File: src/rtl/ps2_pkg.sv
// PS/2 receiver shared types: frame FSM states, data width, odd-parity helper.
// Latency: n/a (declarations only).
// Backpressure: n/a.
package ps2_pkg;

  localparam int PS2_DATA_BITS = 8;

  typedef enum logic [1:0] {
    ST_IDLE   = 2'd0,
    ST_DATA   = 2'd1,
    ST_PARITY = 2'd2,
    ST_STOP   = 2'd3
  } ps2_state_t;

  // Odd parity holds when data plus parity bit carry an odd number of ones.
  function automatic logic odd_parity_ok(input logic [PS2_DATA_BITS-1:0] data,
                                         input logic par);
    return ^{data, par};
  endfunction

endpackage

File: src/rtl/ps2_rx_fifo_if.sv
// CPU-side read/status bundle of the PS/2 receiver FIFO.
// Latency: n/a (wiring only).
// Backpressure: none; reads are ignored while the FIFO is empty.
interface ps2_rx_fifo_if #(
  parameter int FIFO_DEPTH = 4
);
  import ps2_pkg::*;

  localparam int CNT_W = $clog2(FIFO_DEPTH) + 1;

  logic                     rd_en;
  logic                     int_clear;
  logic                     err_clear;
  logic [PS2_DATA_BITS-1:0] rd_data;
  logic                     rd_valid;
  logic [CNT_W-1:0]         fifo_count;
  logic                     irq;
  logic                     parity_err;
  logic                     frame_err;
  logic                     overflow;

  // CPU / bus side
  modport master (
    output rd_en, int_clear, err_clear,
    input  rd_data, rd_valid, fifo_count, irq, parity_err, frame_err, overflow
  );

  // Receiver side
  modport slave (
    input  rd_en, int_clear, err_clear,
    output rd_data, rd_valid, fifo_count, irq, parity_err, frame_err, overflow
  );

endinterface

File: src/rtl/ps2_sync_filter.sv
// Two-flop synchroniser plus FILTER_LEN-sample deglitch for the PS/2 clock line.
// Latency: 2 sync cycles + FILTER_LEN filter cycles; fall strobe one cycle after the filtered edge.
// Backpressure: none (free-running sampler).
module ps2_sync_filter #(
  parameter int FILTER_LEN = 4
) (
  input  logic clk,
  input  logic reset,
  input  logic i_raw,
  output logic o_level,
  output logic o_fall_stb
);

  localparam int CW = (FILTER_LEN > 1) ? $clog2(FILTER_LEN) : 1;

  logic [1:0]    r_sync;
  logic          r_filt;
  logic          r_prev;
  logic [CW-1:0] r_cnt;
  logic          w_sync;

  assign w_sync = r_sync[1];

  // Bring the raw line into the clock domain; idle-high line resets to 1.
  always_ff @(posedge clk or posedge reset) begin
    if (reset) r_sync <= 2'b11;
    else       r_sync <= {r_sync[0], i_raw};
  end

  // Accept a level change only after FILTER_LEN consecutive differing samples.
  always_ff @(posedge clk or posedge reset) begin
    if (reset) begin
      r_filt <= 1'b1;
      r_cnt  <= '0;
    end else if (w_sync == r_filt) begin
      r_cnt  <= '0;
    end else if (r_cnt == CW'(FILTER_LEN - 1)) begin
      r_filt <= w_sync;
      r_cnt  <= '0;
    end else begin
      r_cnt  <= r_cnt + 1'b1;
    end
  end

  // Delayed copy of the filtered level for edge detection.
  always_ff @(posedge clk or posedge reset) begin
    if (reset) r_prev <= 1'b1;
    else       r_prev <= r_filt;
  end

  assign o_level    = r_filt;
  assign o_fall_stb = r_prev & ~r_filt;

endmodule

File: src/rtl/ps2_rx_fifo.sv
// PS/2 device-to-host receiver: deglitch, 11-bit framing FSM, timeout abort, FWFT byte FIFO.
// Latency: byte visible on rd_data one cycle after the stop-bit falling edge is filtered.
// Backpressure: full FIFO drops bytes and sets overflow; PS2_RX_HOST_INHIBIT_EN adds ps2_clk_oe inhibit.
module ps2_rx_fifo
  import ps2_pkg::*;
#(
  parameter int CLK_HZ     = 25_000_000,
  parameter int FIFO_DEPTH = 4,
  parameter int FILTER_LEN = 4,
  parameter int TIMEOUT_US = 200
) (
  input  logic clk,
  input  logic reset,
  input  logic ps2_clk,
  input  logic ps2_data,
  ps2_rx_fifo_if.slave bus
`ifdef PS2_RX_HOST_INHIBIT_EN
  ,
  output logic ps2_clk_oe
`endif
);

  localparam int AW          = $clog2(FIFO_DEPTH);
  localparam int CW          = AW + 1;
  localparam int TIMEOUT_CYC = CLK_HZ / 1_000_000 * TIMEOUT_US;
  localparam int TW          = $clog2(TIMEOUT_CYC + 1);
  localparam int BW          = $clog2(PS2_DATA_BITS);

  // ---------------- input path ----------------
  logic       w_clk_level;
  logic       w_fall_stb;
  logic [1:0] r_data_sync;
  logic       w_data;

  ps2_sync_filter #(
    .FILTER_LEN (FILTER_LEN)
  ) u_clk_filter (
    .clk        (clk),
    .reset      (reset),
    .i_raw      (ps2_clk),
    .o_level    (w_clk_level),
    .o_fall_stb (w_fall_stb)
  );

  // Data only needs metastability protection; it is sampled on filtered clock edges.
  always_ff @(posedge clk or posedge reset) begin
    if (reset) r_data_sync <= 2'b11;
    else       r_data_sync <= {r_data_sync[0], ps2_data};
  end

  assign w_data = r_data_sync[1];

  // ---------------- frame FSM ----------------
  ps2_state_t               r_state;
  ps2_state_t               w_state_nxt;
  logic [BW-1:0]            r_bit_cnt;
  logic [PS2_DATA_BITS-1:0] r_shift;
  logic                     r_par;
  logic [TW-1:0]            r_to_cnt;
  logic                     w_timeout;
  logic                     w_push;
  logic                     w_set_perr;
  logic                     w_set_ferr;
  logic                     w_par_ok;

  assign w_par_ok  = odd_parity_ok(r_shift, r_par);
  assign w_timeout = (r_state != ST_IDLE) && !w_fall_stb &&
                     (r_to_cnt == TW'(TIMEOUT_CYC - 1));

  // State register.
  always_ff @(posedge clk or posedge reset) begin
    if (reset) r_state <= ST_IDLE;
    else       r_state <= w_state_nxt;
  end

  // Next state plus push/error strobes; timeout overrides any edge handling.
  always_comb begin
    w_state_nxt = r_state;
    w_push      = 1'b0;
    w_set_perr  = 1'b0;
    w_set_ferr  = 1'b0;
    if (w_timeout) begin
      w_state_nxt = ST_IDLE;
      w_set_ferr  = 1'b1;
    end else if (w_fall_stb) begin
      case (r_state)
        ST_IDLE: begin
          if (!w_data) w_state_nxt = ST_DATA;
        end
        ST_DATA: begin
          if (r_bit_cnt == BW'(PS2_DATA_BITS - 1)) w_state_nxt = ST_PARITY;
        end
        ST_PARITY: begin
          w_state_nxt = ST_STOP;
        end
        ST_STOP: begin
          w_state_nxt = ST_IDLE;
          if (w_data && w_par_ok) begin
            w_push = 1'b1;
          end else begin
            w_set_perr = !w_par_ok;
            w_set_ferr = !w_data;
          end
        end
        default: w_state_nxt = ST_IDLE;
      endcase
    end
  end

  // Bit counter, LSB-first shift register and parity capture.
  always_ff @(posedge clk or posedge reset) begin
    if (reset) begin
      r_bit_cnt <= '0;
      r_shift   <= '0;
      r_par     <= 1'b0;
    end else if (w_fall_stb) begin
      case (r_state)
        ST_IDLE:   r_bit_cnt <= '0;
        ST_DATA: begin
          r_shift   <= {w_data, r_shift[PS2_DATA_BITS-1:1]};
          r_bit_cnt <= r_bit_cnt + 1'b1;
        end
        ST_PARITY: r_par <= w_data;
        default:   ;
      endcase
    end
  end

  // Inter-edge gap counter, only live while a frame is open.
  always_ff @(posedge clk or posedge reset) begin
    if (reset)                                 r_to_cnt <= '0;
    else if (r_state == ST_IDLE || w_fall_stb) r_to_cnt <= '0;
    else if (!w_timeout)                       r_to_cnt <= r_to_cnt + 1'b1;
  end

  // ---------------- FIFO ----------------
  logic [PS2_DATA_BITS-1:0] r_mem [FIFO_DEPTH];
  logic [AW-1:0]            r_wr_ptr;
  logic [AW-1:0]            r_rd_ptr;
  logic [CW-1:0]            r_count;
  logic                     w_full;
  logic                     w_pop;
  logic                     w_do_push;
  logic                     w_drop;

  assign w_full    = (r_count == CW'(FIFO_DEPTH));
  assign w_pop     = bus.rd_en && (r_count != '0);
  // A full FIFO still accepts the byte when the head leaves in the same cycle.
  assign w_do_push = w_push && (!w_full || w_pop);
  assign w_drop    = w_push && w_full && !w_pop;

  // Storage array; contents are qualified by the count, so no reset is needed.
  always_ff @(posedge clk) begin
    if (w_do_push) r_mem[r_wr_ptr] <= r_shift;
  end

  // Pointers wrap naturally at the power-of-two depth; count tracks occupancy.
  always_ff @(posedge clk or posedge reset) begin
    if (reset) begin
      r_wr_ptr <= '0;
      r_rd_ptr <= '0;
      r_count  <= '0;
    end else begin
      if (w_do_push) r_wr_ptr <= r_wr_ptr + 1'b1;
      if (w_pop)     r_rd_ptr <= r_rd_ptr + 1'b1;
      case ({w_do_push, w_pop})
        2'b10:   r_count <= r_count + 1'b1;
        2'b01:   r_count <= r_count - 1'b1;
        default: ;
      endcase
    end
  end

  // ---------------- sticky flags ----------------
  logic r_irq;
  logic r_perr;
  logic r_ferr;
  logic r_ovf;

  // Setting events take priority over the matching clear strobe.
  always_ff @(posedge clk or posedge reset) begin
    if (reset) begin
      r_irq  <= 1'b0;
      r_perr <= 1'b0;
      r_ferr <= 1'b0;
      r_ovf  <= 1'b0;
    end else begin
      if (w_do_push)          r_irq  <= 1'b1;
      else if (bus.int_clear) r_irq  <= 1'b0;
      if (w_set_perr)         r_perr <= 1'b1;
      else if (bus.err_clear) r_perr <= 1'b0;
      if (w_set_ferr)         r_ferr <= 1'b1;
      else if (bus.err_clear) r_ferr <= 1'b0;
      if (w_drop)             r_ovf  <= 1'b1;
      else if (bus.err_clear) r_ovf  <= 1'b0;
    end
  end

  assign bus.rd_valid   = (r_count != '0);
  assign bus.rd_data    = bus.rd_valid ? r_mem[r_rd_ptr] : '0;
  assign bus.fifo_count = r_count;
  assign bus.irq        = r_irq;
  assign bus.parity_err = r_perr;
  assign bus.frame_err  = r_ferr;
  assign bus.overflow   = r_ovf;

`ifdef PS2_RX_HOST_INHIBIT_EN
  logic r_clk_oe;

  // Hold the device off only between frames, so an in-flight frame always completes.
  always_ff @(posedge clk or posedge reset) begin
    if (reset) r_clk_oe <= 1'b0;
    else       r_clk_oe <= w_full && (r_state == ST_IDLE);
  end

  assign ps2_clk_oe = r_clk_oe;
`endif

  // The filtered level itself is only consumed through its fall strobe.
  logic w_unused;
  assign w_unused = w_clk_level;

endmodule

File: src/flat_wrapper.sv
// flat-port wrapper written by rule: the top's interface ports become plain ports
module ps2_rx_fifo_flat import ps2_pkg::*;
#(
  parameter int CLK_HZ     = 25_000_000,
  parameter int FIFO_DEPTH = 4,
  parameter int FILTER_LEN = 4,
  parameter int TIMEOUT_US = 200
)
  (clk, reset, ps2_clk, ps2_data, bus_rd_en, bus_int_clear, bus_err_clear, bus_rd_data, bus_rd_valid, bus_fifo_count, bus_irq, bus_parity_err, bus_frame_err, bus_overflow);
  ps2_rx_fifo_if #(.FIFO_DEPTH(FIFO_DEPTH)) bus_i ();
  input  logic clk;
  input  logic reset;
  input  logic ps2_clk;
  input  logic ps2_data;
  input wire logic [$bits(bus_i.rd_en)-1:0] bus_rd_en;
  input wire logic [$bits(bus_i.int_clear)-1:0] bus_int_clear;
  input wire logic [$bits(bus_i.err_clear)-1:0] bus_err_clear;
  output wire logic [$bits(bus_i.rd_data)-1:0] bus_rd_data;
  output wire logic [$bits(bus_i.rd_valid)-1:0] bus_rd_valid;
  output wire logic [$bits(bus_i.fifo_count)-1:0] bus_fifo_count;
  output wire logic [$bits(bus_i.irq)-1:0] bus_irq;
  output wire logic [$bits(bus_i.parity_err)-1:0] bus_parity_err;
  output wire logic [$bits(bus_i.frame_err)-1:0] bus_frame_err;
  output wire logic [$bits(bus_i.overflow)-1:0] bus_overflow;
  assign bus_i.rd_en = bus_rd_en;
  assign bus_i.int_clear = bus_int_clear;
  assign bus_i.err_clear = bus_err_clear;
  assign bus_rd_data = bus_i.rd_data;
  assign bus_rd_valid = bus_i.rd_valid;
  assign bus_fifo_count = bus_i.fifo_count;
  assign bus_irq = bus_i.irq;
  assign bus_parity_err = bus_i.parity_err;
  assign bus_frame_err = bus_i.frame_err;
  assign bus_overflow = bus_i.overflow;
  ps2_rx_fifo #(.CLK_HZ(CLK_HZ), .FIFO_DEPTH(FIFO_DEPTH), .FILTER_LEN(FILTER_LEN), .TIMEOUT_US(TIMEOUT_US)) u_core (.clk(clk), .reset(reset), .ps2_clk(ps2_clk), .ps2_data(ps2_data), .bus(bus_i));
endmodule
File: config.mk
export PLATFORM = sky130hd
export DESIGN_NAME = ps2_rx_fifo_flat
export DESIGN_NICKNAME = d
export VERILOG_FILES = /design/src/rtl/ps2_pkg.sv /design/src/rtl/ps2_rx_fifo_if.sv /design/src/rtl/ps2_sync_filter.sv /design/src/rtl/ps2_rx_fifo.sv /design/src/flat_wrapper.sv
export SDC_FILE = /design/constraint.sdc
export NUM_CORES = 1
export LEC_CHECK = 0
export ABC_AREA = 1
export CAP_MARGIN = 20
export CORE_MARGIN = 2
export CORE_UTILIZATION = 53
export DETAILED_ROUTE_END_ITERATION = 10
export PLACE_DENSITY = 0.76
export SLEW_MARGIN = 0
export SYNTH_ARGS = -nofsm -noshare
export SYNTH_HDL_FRONTEND = slang
export SYNTH_SLANG_ARGS = --single-unit
File: constraint.sdc
create_clock -name clk -period 5.5 [get_ports clk]
set_clock_uncertainty 0.15 [all_clocks]
set_input_delay 1.375 -clock clk [delete_from_list [all_inputs] [get_ports clk]]
set_output_delay 1.375 -clock clk [all_outputs]
set_load 0.005 [all_outputs]
== Yosys cells after proc, flatten, opt, wreduce, memory -nomap -nowiden ==
Memories as Yosys holds them, arrays and structs flattened.
Cells that the tools add are included.
Operators by class
  eq/ne operators: 13
  $add $sub $neg: 7
  muxes and demuxes: 32
  bitwise logic cells: 3
  reductions and logical operators: 30
Operator list (count)
  $mux W13: 2
  $mux W1: 20
  $reduce_bool A2 Y1: 8
  $add A13 B1 Y13 const B: 1
  $eq A13 B13 Y1 const B: 1
  $mux W2: 6
  $pmux W3 S2: 2
  $reduce_xor A9 Y1: 1
  $eq A2 B2 Y1 const B: 4
  $mux W8: 1
  $pmux W2 S4: 1
  $reduce_and A2 Y1: 4
  $logic_and A1 B1 Y1: 7
  $add A2 B1 Y2 const B: 3
  $add A3 B1 Y3 const B: 2
  $eq A3 B3 Y1 const B: 2
  $logic_not A1 Y1: 5
  $eq A2 B1 Y1 const B: 2
  $ne A3 B1 Y1 const B: 1
  $ne A3 B3 Y1 const B: 1
  $reduce_and A3 Y1: 1
  $reduce_bool A3 Y1: 1
  $sub A3 B1 Y3 const B: 1
  $logic_not A2 Y1: 1
  other kinds (5): 7
Storage, ports and cells
  bits in registers: 46
  memory bits (writable): 32
  output and inout bits: 16
  memories kept: 1
  word-level logic and storage cells: 103
  input port bits: 7
Memories
  u_core.r_mem: depth 4, bits a word 8, read ports 1, clocked after memory_dff 0, wr ports 1, RTL line ps2_rx_fifo.sv:137  | logic [PS2_DATA_BITS-1:0] r_mem [FIFO_DEPTH];

== Longest topological paths before layout ==
Gate-level depths: netlist (run 1).
  word-level depth: 9
  gate-level depth with buffers: 19
  depth with buffers taken out: 19

== Cells and area by module ==
Synthesis (run 1) repeated with hierarchy kept, for this count alone.
Second synthesis, totals
  cell total of the unflattened synthesis: 378
  area, all modules: 3609.7 µm²
Modules (own cells, without submodules)
  ps2_rx_fifo: instances 1, area each 3385.7 µm², cells an instance 357, seq. area each 1964.4 µm²
  ps2_sync_filter: instances 1, area each 224.0 µm², cells an instance 21, seq. area each 155.1 µm²

== Worst setup path before layout (run 1) ==
Ideal clock, no wire load.
  path kind: in2reg
  from: in bus_rd_en
  to: mem u_core.r_mem[0][0], enable pin
  setup slack: 2.800 ns
  cell stages on the path: 6
  setup time: 0.371 ns
  data arrival time: 2.179 ns
  required time: 4.979 ns
  buffers on the path: 0
  cell sequence: inv_1 > nand3_1 > inv_1 > nor2_4 > inv_2 > nor2_1
On the way
  cells in the longest elaborated chain, start to end: 5
Ends and longest elaborated chain
  from (decl): RTL line flat_wrapper.sv:15  | input wire logic [$bits(bus_i.rd_en)-1:0] bus_rd_en;
  $logic_and A1 B1 Y1: RTL line ps2_rx_fifo.sv:147  | assign w_pop = bus.rd_en && (r_count != '0);
  $logic_or A1 B1 Y1: RTL line ps2_rx_fifo.sv:149  | assign w_do_push = w_push && (!w_full || w_pop);
  $logic_and A1 B1 Y1: RTL line ps2_rx_fifo.sv:149
  $mux W1: RTL line ps2_rx_fifo.sv:154  | if (w_do_push) r_mem[r_wr_ptr] <= r_shift;
  $mux W1 (implied by the code): RTL line ps2_rx_fifo.sv:154
  to (decl): RTL line ps2_rx_fifo.sv:137
Every way passes these cells.

== Final worst setup path (run 1) ==
  from: reg u_core.r_rd_ptr[0]
  to: out bus_rd_data[2]
On the way
  cells in the longest elaborated chain, start to end: 2
Ends and longest elaborated chain
  from (decl): RTL line ps2_rx_fifo.sv:139  | logic [AW-1:0] r_rd_ptr;
  from (signal assigned): RTL line ps2_rx_fifo.sv:165  | if (w_pop) r_rd_ptr <= r_rd_ptr + 1'b1;
  $mem_v2 Z4 W8
  $mux W8: RTL line ps2_rx_fifo.sv:200  | assign bus.rd_data = bus.rd_valid ? r_mem[r_rd_ptr] : '0;
  to (decl): RTL line flat_wrapper.sv:18  | output wire logic [$bits(bus_i.rd_data)-1:0] bus_rd_data;
Every way passes these cells.

==> impl_metrics.tcl, run 1 <==
set metrics [dict create \
    yosysTopAreaCellShare_pct 27.69 \
    reg2regPathDepth 12 \
    clk_latency_ns 0.34 \
    fin_nets 396 \
    syn_to_final_growth_pct 14.68 \
    antenna_found_initial 0 \
    crit_end "bus_rd_data[2]" \
    period_needed_ns 3.580 \
    reg2reg_slack_ns 3.01 \
    fin_setup_tns_ns 0 \
    wl_per_cell_um 13.69 \
    synth_area_leader_cell "dfrtp_1" \
    initial_core_util_pct 54.10 \
    maxCapViolCount 0 \
    slew_viol_final 0 \
    post_cts.repair.setup_buffers 0 \
    crit_slowest_cell "dfrtp_1" \
    fmax_mhz 279.3 \
    die_y_um 86.59 \
    place_hpwl_mm 4.590 \
    crit_type "flop to output pin" \
    ys_seq_elements 78 \
    fin_util_pct 62.04 \
    worstReg2RegEnd "u_core.r_mem[1][3]" \
    via_per_inst 5.270 \
    drt_iter0_drc 97 \
    path_delay_family "flip-flops" \
    fin_crit_sh_pct 65.09 \
    ys_warn_count 0 \
    drive_above_1_share_pct 13.42 \
    synth_fp_nets 368 \
    ys_top_cells_by_area "dfrtp_1 28%, edfxtp_1 27%, o21ai_0 4.8%" \
    cts_tree "done" \
    power_density_mw_per_mm2 484.9 \
    synth_common_cells "46 x nor2_1, 44 x inv_1, 40 x dfrtp_1" \
    finalWirelength_mm 6.296 \
    status "complete, no violations" \
    overflow 0 \
    cts-resized-gates 0 \
    synth-main-ff-cell "dfrtp_1" \
    regToRegStartpoint "u_core.r_shift[7]" \
    syn_area_mm2 0.003615 \
    grt_setup_unrepaired "false" \
    drc_errors 0 \
    crit_path_start "u_core.r_rd_ptr[0]" \
    grt_pass1_vias 2303 \
    synth-edff-count 32 \
    ios 23 \
    p_leak_nw 1.774 \
    crit_cells 4 \
    core_mm2 0.006681 \
    cts-hold-fix-buffers 0 \
    cp.required_ns 3.97 \
    synth.most_common_cell "nor2_1" \
    first_pass_iters 5 \
    slew_headroom_pct 37.47 \
    gp_congestion 0.8375 \
    cts_sinks 78 \
    grt_max_degree 47 \
    ys_seq_area_share_pct 58.64 \
    num_antenna_cells 0 \
    hp-class "flop to flop" \
    setup_viol_count_final 0 \
    path_cells "inv_2 > o21ai_0 > a21oi_1 > clkdlybuf4s50_1" \
    cts.reportedPaths.clkPinSlew_ns 0.08 \
    clock-root-buffer "clkbuf_8" \
    cts-buffers-inserted 9 \
    vias 2424 \
    worst_pin_slew_ns 0.9366 \
    critPathLaunchType "flop" \
    synth.distinct_cells 39 \
    die-area_mm2 0.007497 \
    synthCells 347 \
    grt_pass1_wl_mm 10.48 \
    die_w_um 86.59 \
    clock_path_buffers 2 \
    htree_num_levels 3 \
    track_usage_pct 18.41 \
    syn_avg_cell_area_um2 10.42 \
    hold_violations 0 \
    peakVddDrop_mv 0.3129 \
    critPathMaxFanout 18 \
    ant_nets 0 \
    end_kind "output pin" \
    row_count 30 \
    io_buffer_count 22 \
    crit_arrival_ns 2.05 \
    synthArstFlopShare_pct 58.97 \
    crit_buf_inv 2 \
    slowest_delay_ns 0.68 \
]
==> placed cells by master, fill, tap and decap left out, types with 3 or more instances in the layout <==
cell type         n
edfxtp_1         32
nand3_1          12
nor3_1            5
xnor2_1           4
inv_2             5
clkbuf_8         10
nor3_2            3
nand2_2           5
ha_1             13
mux2_2            4
a21oi_1          18
o21ai_0          35
dfstp_2           6
nand2_1          38
nor2_1           46
nand4_1           3
inv_1            43
nand2_4           3
dfrtp_1          40
xor2_1            6
clkdlybuf4s50_1  22
==> registers in the layout, indices dropped and copies added (netlist names), 2 cells and up <==
register	cells
u_core.r_mem	32
u_core.r_to_cnt	13
u_core.r_shift	8
u_core.bus.fifo_count	3
u_core.r_bit_cnt	3
u_core.r_data_sync	2
u_core.r_rd_ptr	2
u_core.r_state	2
u_core.r_wr_ptr	2
u_core.u_clk_filter.r_cnt	2
u_core.u_clk_filter.r_sync	2
==> final cells by class <==
| class | instances | area [µm²] |
|---|---|---|
| fillers | 515 | 2536 |
| flip-flops and latches | 78 | 2120 |
| multi-input cells | 216 | 1294 |
| repair buffers | 22 | 220.2 |
| inverters | 48 | 180.2 |
| clock buffers | 10 | 137.6 |
| well taps | 80 | 100.1 |
| clock inverters | 6 | 93.84 |
==> per-stage QoR <==
step	std cells	area, µm²	hold slack (ns)	setup slack [ns]	power (mW)
global route	460	4145	0.2114	1.759	2.162
CTS	460	4145	0.2092	1.917	2.028
global placement	444	3914	0.1961	2.197	1.517
finish	460	4145	0.2079	1.920	2.010
detailed placement	444	3914	0.1976	2.127	1.549
floorplan	347	3615	0.1952	2.800	1.293
==> power breakdown <==
group | internal (mW) | leakage, nW | total [mW] | switching (mW)
Sequential | 0.717 | 0.868 | 0.839 | 0.122
Clock | 0.272 | 0.118 | 0.474 | 0.203
Combinational | 0.313 | 0.788 | 0.697 | 0.383
Total | 1.30 | 1.77 | 2.01 | 0.708
==> worst min-delay path by stage <==
stage	from	endpoint	slack (ns)	cells past startpoint
after floorplan	u_core.r_data_sync[0]	u_core.r_data_sync[1]	0.20	0
after global placement	u_core.u_clk_filter.r_sync[0]	u_core.u_clk_filter.r_sync[1]	0.20	0
after detailed placement	u_core.r_data_sync[0]	u_core.r_data_sync[1]	0.20	0
after CTS	u_core.u_clk_filter.r_sync[0]	u_core.u_clk_filter.r_sync[1]	0.21	0
after global routing	u_core.u_clk_filter.r_sync[0]	u_core.u_clk_filter.r_sync[1]	0.21	0
final	u_core.r_data_sync[0]	u_core.r_data_sync[1]	0.21	0
==> cell families after synthesis <==
| logic type | count (synthesis) | synth area share, % |
|---|---|---|
| AO/OA/AOI/OAI | 62 | 9.242 |
| XOR/XNOR | 10 | 2.423 |
| adder cells (fa/ha/maj) | 14 | 5.054 |
| buffers and inverters | 53 | 5.573 |
| flip-flops | 78 | 58.64 |
| multiplexers | 4 | 1.246 |
| AND/OR/NAND/NOR | 126 | 17.83 |
==> layer usage <==
layer | vias to the layer above | global-route usage, % | wire length, µm
met5 | - | 0 | 0
met4 | 0 | 6.250 | 61
met3 | 6 | 4.667 | 226
met2 | 52 | 31.40 | 3252
met1 | 1150 | 22.95 | 2756
li1 | 1216 | - | -
Note: power is estimated with default switching activity, not from simulation.
==> inputs of run 2 (changes only) <==
==> constraint.sdc (replaced) <==
create_clock -name clk -period 3.65 [get_ports clk]
set_clock_uncertainty 0.15 [all_clocks]
set_input_delay 0.9125 -clock clk [delete_from_list [all_inputs] [get_ports clk]]
set_output_delay 0.9125 -clock clk [all_outputs]
set_load 0.005 [all_outputs]
==> run 2 against run 1 <==
Worst setup slack got worse by 1.4 ns. Flip-flop and latch count unchanged. Sequential power increased by 51%. Largest power group unchanged.
==> impl_metrics.tcl, run 2 (same netlist as run 1, synthesis figures left out) <==
set metrics [dict create \
    switching_power_mw 1.077 \
    htree_num_levels 3 \
    drive_above_1_share_pct 13.16 \
    grt_max_degree 47 \
    cts.reportedPaths.clkPinSlew_ns 0.07 \
    grt_pass1_wl_mm 11.02 \
    cts-hold-fix-buffers 0 \
    top_register "u_core.r_mem" \
    num_antenna_cells 0 \
    period_needed_ns 3.126 \
    path_delay_family "flip-flops" \
    crit_arrival_ns 2.06 \
    slew_viol_final 0 \
    power_density_mw_per_mm2 742.8 \
    fin_area_mm2 0.004151 \
    hold_path_startpoint "u_core.u_clk_filter.r_sync[0]" \
    clock-root-buffer "clkbuf_8" \
    multiInputGateArea_mm2 0.001294 \
    largest_reg_flops 32 \
    cp.required_ns 2.59 \
    finalWirelength_mm 6.666 \
    final_common_cell "nor2_1" \
    fmax_mhz 319.9 \
    hp-class "flop to flop" \
    ant_nets 0 \
    cts-buffers-inserted 9 \
    peakVddDrop_mv 0.3889 \
    crit_path_start "u_core.r_rd_ptr[0]" \
    end_kind "output pin" \
    setup_viol_count_final 0 \
    drc_errors 0 \
    vias 2444 \
    slew_headroom_pct 38.23 \
    overflow 0 \
    fin_nets 396 \
    ios 23 \
    seqCellArea_mm2 0.002120 \
    drt_iter0_drc 170 \
    wl_per_cell_um 14.49 \
    nFillCells 513 \
    syn_to_final_growth_pct 14.85 \
    core_mm2 0.006681 \
    cts_sinks 78 \
    power_frac_seq_pct 41.2 \
    clkPwrFrac_pct 24.5 \
    critPathMaxFanout 18 \
    clk_latency_ns 0.34 \
    first_pass_iters 4 \
    pre_cts_slack_ns 0.7389 \
    cts-resized-gates 0 \
    maxCapViolCount 0 \
    p_leak_nw 1.769 \
    crit_buf_inv 2 \
    grt_setup_unrepaired "false" \
    p_sw_share_pct 34.93 \
    die_y_um 86.59 \
    fin_ws_ns 0.5239 \
    hold_violations 0 \
    place_area_mm2 0.003914 \
    path_cells "inv_2 > o21ai_0 > a21oi_1 > clkdlybuf4s50_1" \
    track_usage_pct 19.49 \
    slowest_delay_ns 0.69 \
    io_buffer_count 22 \
    clock_path_buffers 2 \
    crit_type "flop to output pin" \
    status "complete, no violations" \
    gp_congestion 0.8371 \
    layout_common_cells "46 x nor2_1, 43 x inv_1, 40 x dfrtp_1" \
    row_count 30 \
    place_hpwl_mm 4.626 \
    crit_slowest_cell "dfrtp_1" \
    comb_power_share_pct 34.3 \
    intPower_mw 2.006 \
    fin_setup_tns_ns 0 \
    die_w_um 86.59 \
    worst_pin_slew_ns 0.9251 \
    fin_crit_sh_pct 85.65 \
    grt_pass1_vias 2414 \
    critPathLaunchType "flop" \
    largest_registers "u_core.r_mem: 32 flops, u_core.r_to_cnt: 13 flops, u_core.r_shift: 8 flops" \
    regToRegStartpoint "u_core.r_shift[7]" \
    post_cts.repair.setup_buffers 0 \
    die-area_mm2 0.007497 \
    antenna_found_initial 0 \
    via_per_inst 5.313 \
    initial_core_util_pct 54.10 \
    cts_tree "done" \
]
run 2: changes by cell type in the layout (fill, tap and decap cells not counted):
cell,change
inv_8,-1
clkbuf_8,-1
bufinv_16,+1
clkinvlp_4,+2
clkbuf_1,+1
clkinv_4,-2
run 2: area by class of cell:
cell class / count / area share, %
flip-flops and latches: 78 / 51.05
inverters: 48 / 4.340
clock buffers: 10 / 3.074
repair buffers: 22 / 5.304
well taps: 80 / 2.411
multi-input cells: 216 / 31.16
clock inverters: 6 / 2.652
run 2: path summary, 6_finish.rpt:
kind                                                 endpoint  cells past startpoint  slack (ns)
worst min-delay path            u_core.u_clk_filter.r_sync[1]                      0        0.21
worst max register to register             u_core.r_mem[1][1]                     13        1.16
worst max-delay path                           bus_rd_data[2]                      4        0.52
max in group asynchronous            u_core.bus.fifo_count[1]                      2        1.83
worst min register to register  u_core.u_clk_filter.r_sync[1]                      0        0.21
min in group asynchronous                 u_core.r_to_cnt[10]                      2        0.94
run 2: layer usage:
metal / global-route usage, % / vias to the layer above / part of all wire (%)
li1: - / 1211 / -
met1: 24.02 / 1166 / 43
met2: 32.45 / 49 / 51
met3: 3.619 / 18 / 3.1
met4: 10.80 / 0 / 2.4
met5: 0 / - / 0
run 2: power groups by stage:
stage	combinational [mW]	sequential [mW]	clock, mW
6_report	1.06	1.27	0.756
5_1_grt	1.20	1.30	0.804
4_1_cts	1.07	1.27	0.771
3_5_place_dp	1.05	1.28	0
3_3_place_gp	1.01	1.28	0
2_1_floorplan	0.751	1.20	0
run 2: per-stage QoR:
step | total power [mW] | std cells | hold WS [ns] | util (%)
final | 3.084 | 460 | 0.2073 | 62.13
after global routing | 3.303 | 460 | 0.2098 | 62.13
after CTS | 3.109 | 460 | 0.2079 | 62.13
after detailed placement | 2.337 | 444 | 0.1968 | 58.58
after global placement | 2.285 | 444 | 0.1961 | 58.58
after floorplan | 1.948 | 347 | 0.1952 | -
